`src/rtl/uart_tx_arbiter.sv`:
```
// Shares one UART transmitter between the button byte and the RX echo stream.
// Latency: request registered at N, grant at N+1, tx_start at N+2.
// Backpressure: tx_busy holds off grants; echo bytes queue in a FIFO, overflow sets sticky echo_ovf.
// Optional feature macro: TX_CRLF_EN (an echoed 0x0D is followed by an LF byte).
module uart_tx_arbiter #(
  parameter int ECHO_DEPTH = 8,
  parameter int TIMEOUT    = 4
) (
  input  logic       clk,
  input  logic       reset,
  input  logic       btn_send,
  input  logic [7:0] btn_data,
  input  logic       rx_valid,
  input  logic [7:0] rx_data,
  input  logic       echo_en,
  input  logic       ovf_clr,
  input  logic       tx_busy,
  output logic       tx_start,
  output logic [7:0] tx_data,
  output logic       echo_full,
  output logic       echo_ovf,
  output logic       last_src
);

  localparam int AW = $clog2(ECHO_DEPTH);
  localparam int CW = $clog2(TIMEOUT + 1);

  typedef enum logic [2:0] {
    IDLE      = 3'd0,
    ISSUE     = 3'd1,
    WAIT_BUSY = 3'd2,
    WAIT_DONE = 3'd3
`ifdef TX_CRLF_EN
    ,
    LF_ISSUE  = 3'd4
`endif
  } state_t;

  state_t        state_q, state_d;
  logic [CW-1:0] cnt_q;

  logic          btn_prev, btn_pend;
  logic [7:0]    btn_buf;
  logic          btn_rise;

  logic [7:0]    fifo_mem [ECHO_DEPTH];
  logic [AW:0]   wr_ptr, rd_ptr;
  logic          echo_empty;
  logic          push_req, push_ok, pop;

  logic          rr_pri;      // 0 = button has priority, 1 = echo has priority
  logic          grant_btn, grant_echo;
  logic          lf_load;

`ifdef TX_CRLF_EN
  logic          crlf_pend;   // current transfer is an echoed CR still owing its LF
`endif

  assign btn_rise   = btn_send & ~btn_prev;
  assign echo_empty = (wr_ptr == rd_ptr);
  assign echo_full  = (wr_ptr[AW] != rd_ptr[AW]) && (wr_ptr[AW-1:0] == rd_ptr[AW-1:0]);
  assign push_req   = rx_valid & echo_en;
  assign pop        = grant_echo;
  // A pop in the same cycle frees the slot, so a push into a full FIFO is still accepted.
  assign push_ok    = push_req & (~echo_full | pop);

  // Button edge detector and single-entry pending buffer.
  always_ff @(posedge clk) begin
    if (reset) begin
      btn_prev <= 1'b0;
      btn_pend <= 1'b0;
      btn_buf  <= 8'h00;
    end else begin
      btn_prev <= btn_send;
      if (grant_btn) begin
        btn_pend <= 1'b0;
      end else if (btn_rise && !btn_pend) begin
        btn_pend <= 1'b1;
        btn_buf  <= btn_data;
      end
    end
  end

  // Echo FIFO pointers, storage and sticky overflow flag.
  always_ff @(posedge clk) begin
    if (reset) begin
      wr_ptr   <= '0;
      rd_ptr   <= '0;
      echo_ovf <= 1'b0;
    end else begin
      if (push_ok) begin
        fifo_mem[wr_ptr[AW-1:0]] <= rx_data;
        wr_ptr <= wr_ptr + 1'b1;
      end
      if (pop) begin
        rd_ptr <= rd_ptr + 1'b1;
      end
      if (push_req && !push_ok) begin
        echo_ovf <= 1'b1;
      end else if (ovf_clr) begin
        echo_ovf <= 1'b0;
      end
    end
  end

  // FSM state register and WAIT_BUSY timeout counter.
  always_ff @(posedge clk) begin
    if (reset) begin
      state_q <= IDLE;
      cnt_q   <= '0;
    end else begin
      state_q <= state_d;
      if (state_q == WAIT_BUSY) begin
        cnt_q <= cnt_q + 1'b1;
      end else begin
        cnt_q <= '0;
      end
    end
  end

  // Next-state, grant decision and the tx_start strobe.
  always_comb begin
    state_d    = state_q;
    tx_start   = 1'b0;
    grant_btn  = 1'b0;
    grant_echo = 1'b0;
    lf_load    = 1'b0;
    unique case (state_q)
      IDLE: begin
        if (!tx_busy) begin
          if (btn_pend && (echo_empty || !rr_pri)) begin
            grant_btn = 1'b1;
            state_d   = ISSUE;
          end else if (!echo_empty) begin
            grant_echo = 1'b1;
            state_d    = ISSUE;
          end
        end
      end
      ISSUE: begin
        tx_start = 1'b1;
        state_d  = WAIT_BUSY;
      end
      WAIT_BUSY: begin
        if (tx_busy) begin
          state_d = WAIT_DONE;
        end else if (cnt_q == CW'(TIMEOUT - 1)) begin
          state_d = IDLE;
`ifdef TX_CRLF_EN
          if (crlf_pend) begin
            state_d = LF_ISSUE;
            lf_load = 1'b1;
          end
`endif
        end
      end
      WAIT_DONE: begin
        if (!tx_busy) begin
          state_d = IDLE;
`ifdef TX_CRLF_EN
          if (crlf_pend) begin
            state_d = LF_ISSUE;
            lf_load = 1'b1;
          end
`endif
        end
      end
`ifdef TX_CRLF_EN
      LF_ISSUE: begin
        tx_start = 1'b1;
        state_d  = WAIT_BUSY;
      end
`endif
      default: begin
        state_d = IDLE;
      end
    endcase
  end

  // Output byte, source tag and round-robin pointer, updated on grant.
  always_ff @(posedge clk) begin
    if (reset) begin
      tx_data   <= 8'h00;
      last_src  <= 1'b0;
      rr_pri    <= 1'b0;
`ifdef TX_CRLF_EN
      crlf_pend <= 1'b0;
`endif
    end else begin
      if (grant_btn) begin
        tx_data  <= btn_buf;
        last_src <= 1'b0;
        rr_pri   <= 1'b1;
      end else if (grant_echo) begin
        tx_data  <= fifo_mem[rd_ptr[AW-1:0]];
        last_src <= 1'b1;
        rr_pri   <= 1'b0;
`ifdef TX_CRLF_EN
        crlf_pend <= (fifo_mem[rd_ptr[AW-1:0]] == 8'h0D);
`endif
      end else if (lf_load) begin
        tx_data  <= 8'h0A;
        last_src <= 1'b1;
`ifdef TX_CRLF_EN
        crlf_pend <= 1'b0;
`endif
      end
    end
  end

endmodule

```
`config.mk`:
```
export PLATFORM = sky130hd
export DESIGN_NAME = uart_tx_arbiter
export DESIGN_NICKNAME = d
export VERILOG_FILES = /design/src/rtl/uart_tx_arbiter.sv
export SDC_FILE = /design/constraint.sdc
export NUM_CORES = 1
export LEC_CHECK = 0
export ABC_AREA = 1
export BUFFER_PORTS_ARGS = -buffer_cell sky130_fd_sc_hd__buf_4
export CORE_AREA = 2 2 88 90
export DETAILED_ROUTE_END_ITERATION = 12
export DIE_AREA = 0 0 90 92
export GPL_ROUTABILITY_DRIVEN = 0
export HOLD_SLACK_MARGIN = 0.03
export PLACE_DENSITY_LB_ADDON = 0.12
export SLEW_MARGIN = 20
export SYNTH_ARGS = -nofsm -noshare
export SYNTH_HDL_FRONTEND = slang
export SYNTH_SLANG_ARGS = --single-unit
```
`constraint.sdc`:
```
create_clock -name clk -period 3 [get_ports clk]
set_clock_uncertainty 0.2 [all_clocks]
set_input_delay 0.75 -clock clk [delete_from_list [all_inputs] [get_ports clk]]
set_output_delay 0.75 -clock clk [all_outputs]
set_load 0.03 [all_outputs]
```
==> flow_metrics.tcl <==
set metrics [dict create \
    crit_chain "inv_2 > nand2_1 > nand2_1 > nor3_2 > buf_4" \
    yosysSeqAreaShare 0.634 \
    antenna_found_initial 0 \
    fin_crit_ns 2.58 \
    synth_seq_cells 101 \
    die_h_um 92 \
    synth.net_count 457 \
    cts_sinks 101 \
    clk_latency_ns 0.35 \
    required_ns 2.05 \
    cts_buffer_depth 2 \
    overflow 0 \
    fillCellCount 640 \
    crit_path_end_kind "primary output" \
    post-route-period-util 0.861 \
    h-tree-depth 3 \
    core-area_um2 7450 \
    vias_per_cell 5.35 \
    cts_setup_buffers 0 \
    fin_nets 495 \
    synthesis.instances 430 \
    ys_top_cells_by_area "edfxtp_1 (46%), dfxtp_1 (18%), nor2_1 (7.6%), nand3_1 (6.1%), o21ai_0 (5.2%)" \
    firstDrtPassIters 4 \
    dieArea_um2 8280 \
    post-dp-hpwl_um 5980 \
    syn_avg_cell_area_um2 9.77 \
    crit_top_cell "nand2_1" \
    routed_wl_um 8650 \
    max-vdd-ir-drop_mv 0.354 \
    slew_headroom 0.503 \
    yosys_warnings 0 \
    worst_pin_slew_ns 0.744 \
    power.density_nw_per_um2 618 \
    crit_type "register to primary output" \
    drive_above_1_share 0.159 \
    rsz0062_at_grt "false" \
    slew_violations 0 \
    hp-class "register to register" \
    cts_buffers 9 \
    rows 32 \
    syn_to_final_growth_pct 13.5 \
    start_util 0.564 \
    worstPathArrival_ns 1.63 \
    portBuffers 34 \
    grt_start_max_net_pins 33 \
    critical_path.max_stage_delay_ns 0.45 \
    maxCapViolCount 0 \
    wl_per_cell_um 15.0 \
    slowest_stage "dfxtp_1" \
    leakage_nw 1.82 \
    hold_viol 0 \
    drt_iter0_drc 300 \
    start_kind "register" \
    ant_nets 0 \
    crit_fanout 6 \
    status "complete, no violations" \
    stdcell_count 575 \
    cts_resized 0 \
    total_power_mw 2.95 \
    dp.cells 559 \
    syn_area_um2 4200 \
    crit_buf_inv 2 \
    synth_top_area_frac 0.457 \
    die_w_um 90 \
    synth_top_area_cell "edfxtp_1" \
    n_antenna_cell 0 \
    ys_types 28 \
    cts_root_buffer "clkbuf_8" \
    fmax_mhz 387 \
    grt_pass1_vias 2888 \
    grt_pass1_wl_um 14100 \
    grt_usage 0.223 \
    boundaryPins 35 \
    vias 3075 \
    cts_hold_buffers 0 \
    cts.clk_slew.worst_paths_ns 0.09 \
    cts_tree "built" \
    finalSetupViolCount 0 \
    drc 0 \
    setup_tns_ns 0 \
    cpLargestDelayFamily "simple AND/OR/NAND/NOR gates" \
]
## layout by cell type (no fill, tap or decap), types with 9 or more instances in the layout
cell,netlist,routed
dfxtp_1,37,37
o21ai_0,44,44
a21oi_1,27,27
buf_4,2,45
edfxtp_1,64,64
nor2_1,85,85
nand3_1,51,51
clkbuf_8,0,9
nand2_1,46,46
inv_1,29,29
## layout make-up
type / count / area, µm² / area share
multi-input combinational: 277 / 1330 / 0.278
timing repair buffer: 45 / 338 / 0.0708
clock inverter: 5 / 58.8 / 0.0123
clock buffer: 11 / 131 / 0.0275
inverter: 34 / 128 / 0.0267
sequential: 101 / 2660 / 0.558
tap: 102 / 128 / 0.0267
## flip-flops by register name, summed over array words and instances (netlist names), named ones only
| register | flops |
|---|---|
| btn_buf | 8 |
| btn_pend | 1 |
| btn_prev | 1 |
| cnt_q | 3 |
| echo_ovf | 1 |
| fifo_mem | 64 |
| last_src | 1 |
| rd_ptr | 4 |
| rr_pri | 1 |
| state_q | 2 |
| tx_data | 8 |
| wr_ptr | 4 |
## logic make-up after synthesis
logic type	Yosys count	synth area share
AOI/OAI and AO/OA	76	0.0968
xor gates and xnor gates	3	0.00625
adders and majority gates	4	0.0119
buffers and inverters	52	0.0509
DFF	101	0.634
and+or+nand+nor	194	0.201
## worst paths after layout
check,cells past startpoint,slack (ns),to,startpoint
worst max-delay path,5,0.42,echo_full,wr_ptr[0]
worst min-delay path,1,0.23,cnt_q[0],cnt_q[0]
worst max register to register,9,0.67,fifo_mem[5][2],wr_ptr[0]
worst min register to register,1,0.23,cnt_q[0],cnt_q[0]
## power by group
part | switching (mW) | internal (mW)
Sequential | 0.0353 | 1.54
Clock | 0.437 | 0.388
Combinational | 0.368 | 0.184
## per-layer routing
layer	routed length (µm)	vias to the layer above	global-route usage
met2	3920	125	0.330
met1	3830	1401	0.316
li1	-	1530	-
met5	0	-	0
met3	682	19	0.0501
met4	218	0	0.0987
## synth_stat cells, drive strengths merged
| cell | n |
|---|---|
| inv | 34 |
| nand2 | 52 |
| o211ai | 1 |
| o31ai | 1 |
| nand3 | 51 |
| nand4 | 1 |
| nor3 | 3 |
| xor2 | 3 |
| nor2 | 87 |
| buf | 7 |
| o21ai | 44 |
| a31oi | 1 |
| edfxtp | 64 |
| clkbuf | 11 |
| dfxtp | 37 |
| a21oi | 29 |
| ha | 4 |
## through the flow
stage | setup slack (ns) | hold WS, ns | util | area [µm²]
2_1_floorplan | 0.434 | 0.199 | - | 4200
3_3_place_gp | 0.485 | 0.208 | 0.615 | 4580
3_5_place_dp | 0.418 | 0.222 | 0.615 | 4580
4_1_cts | 0.397 | 0.236 | 0.641 | 4770
5_1_grt | 0.318 | 0.246 | 0.641 | 4770
6_report | 0.417 | 0.228 | 0.641 | 4770
## worst register-to-register path, cell delays in order (launching register included)
cell,delay (ns)
dfxtp_1,0.38
inv_2,0.12
nand2_1,0.06
nand2_1,0.14
nor2_4,0.05
nand2_4,0.09
o211ai_2,0.12
nand2_4,0.11
nand3_1,0.18
nor2_1,0.53
(Power assumes the default switching activity.)
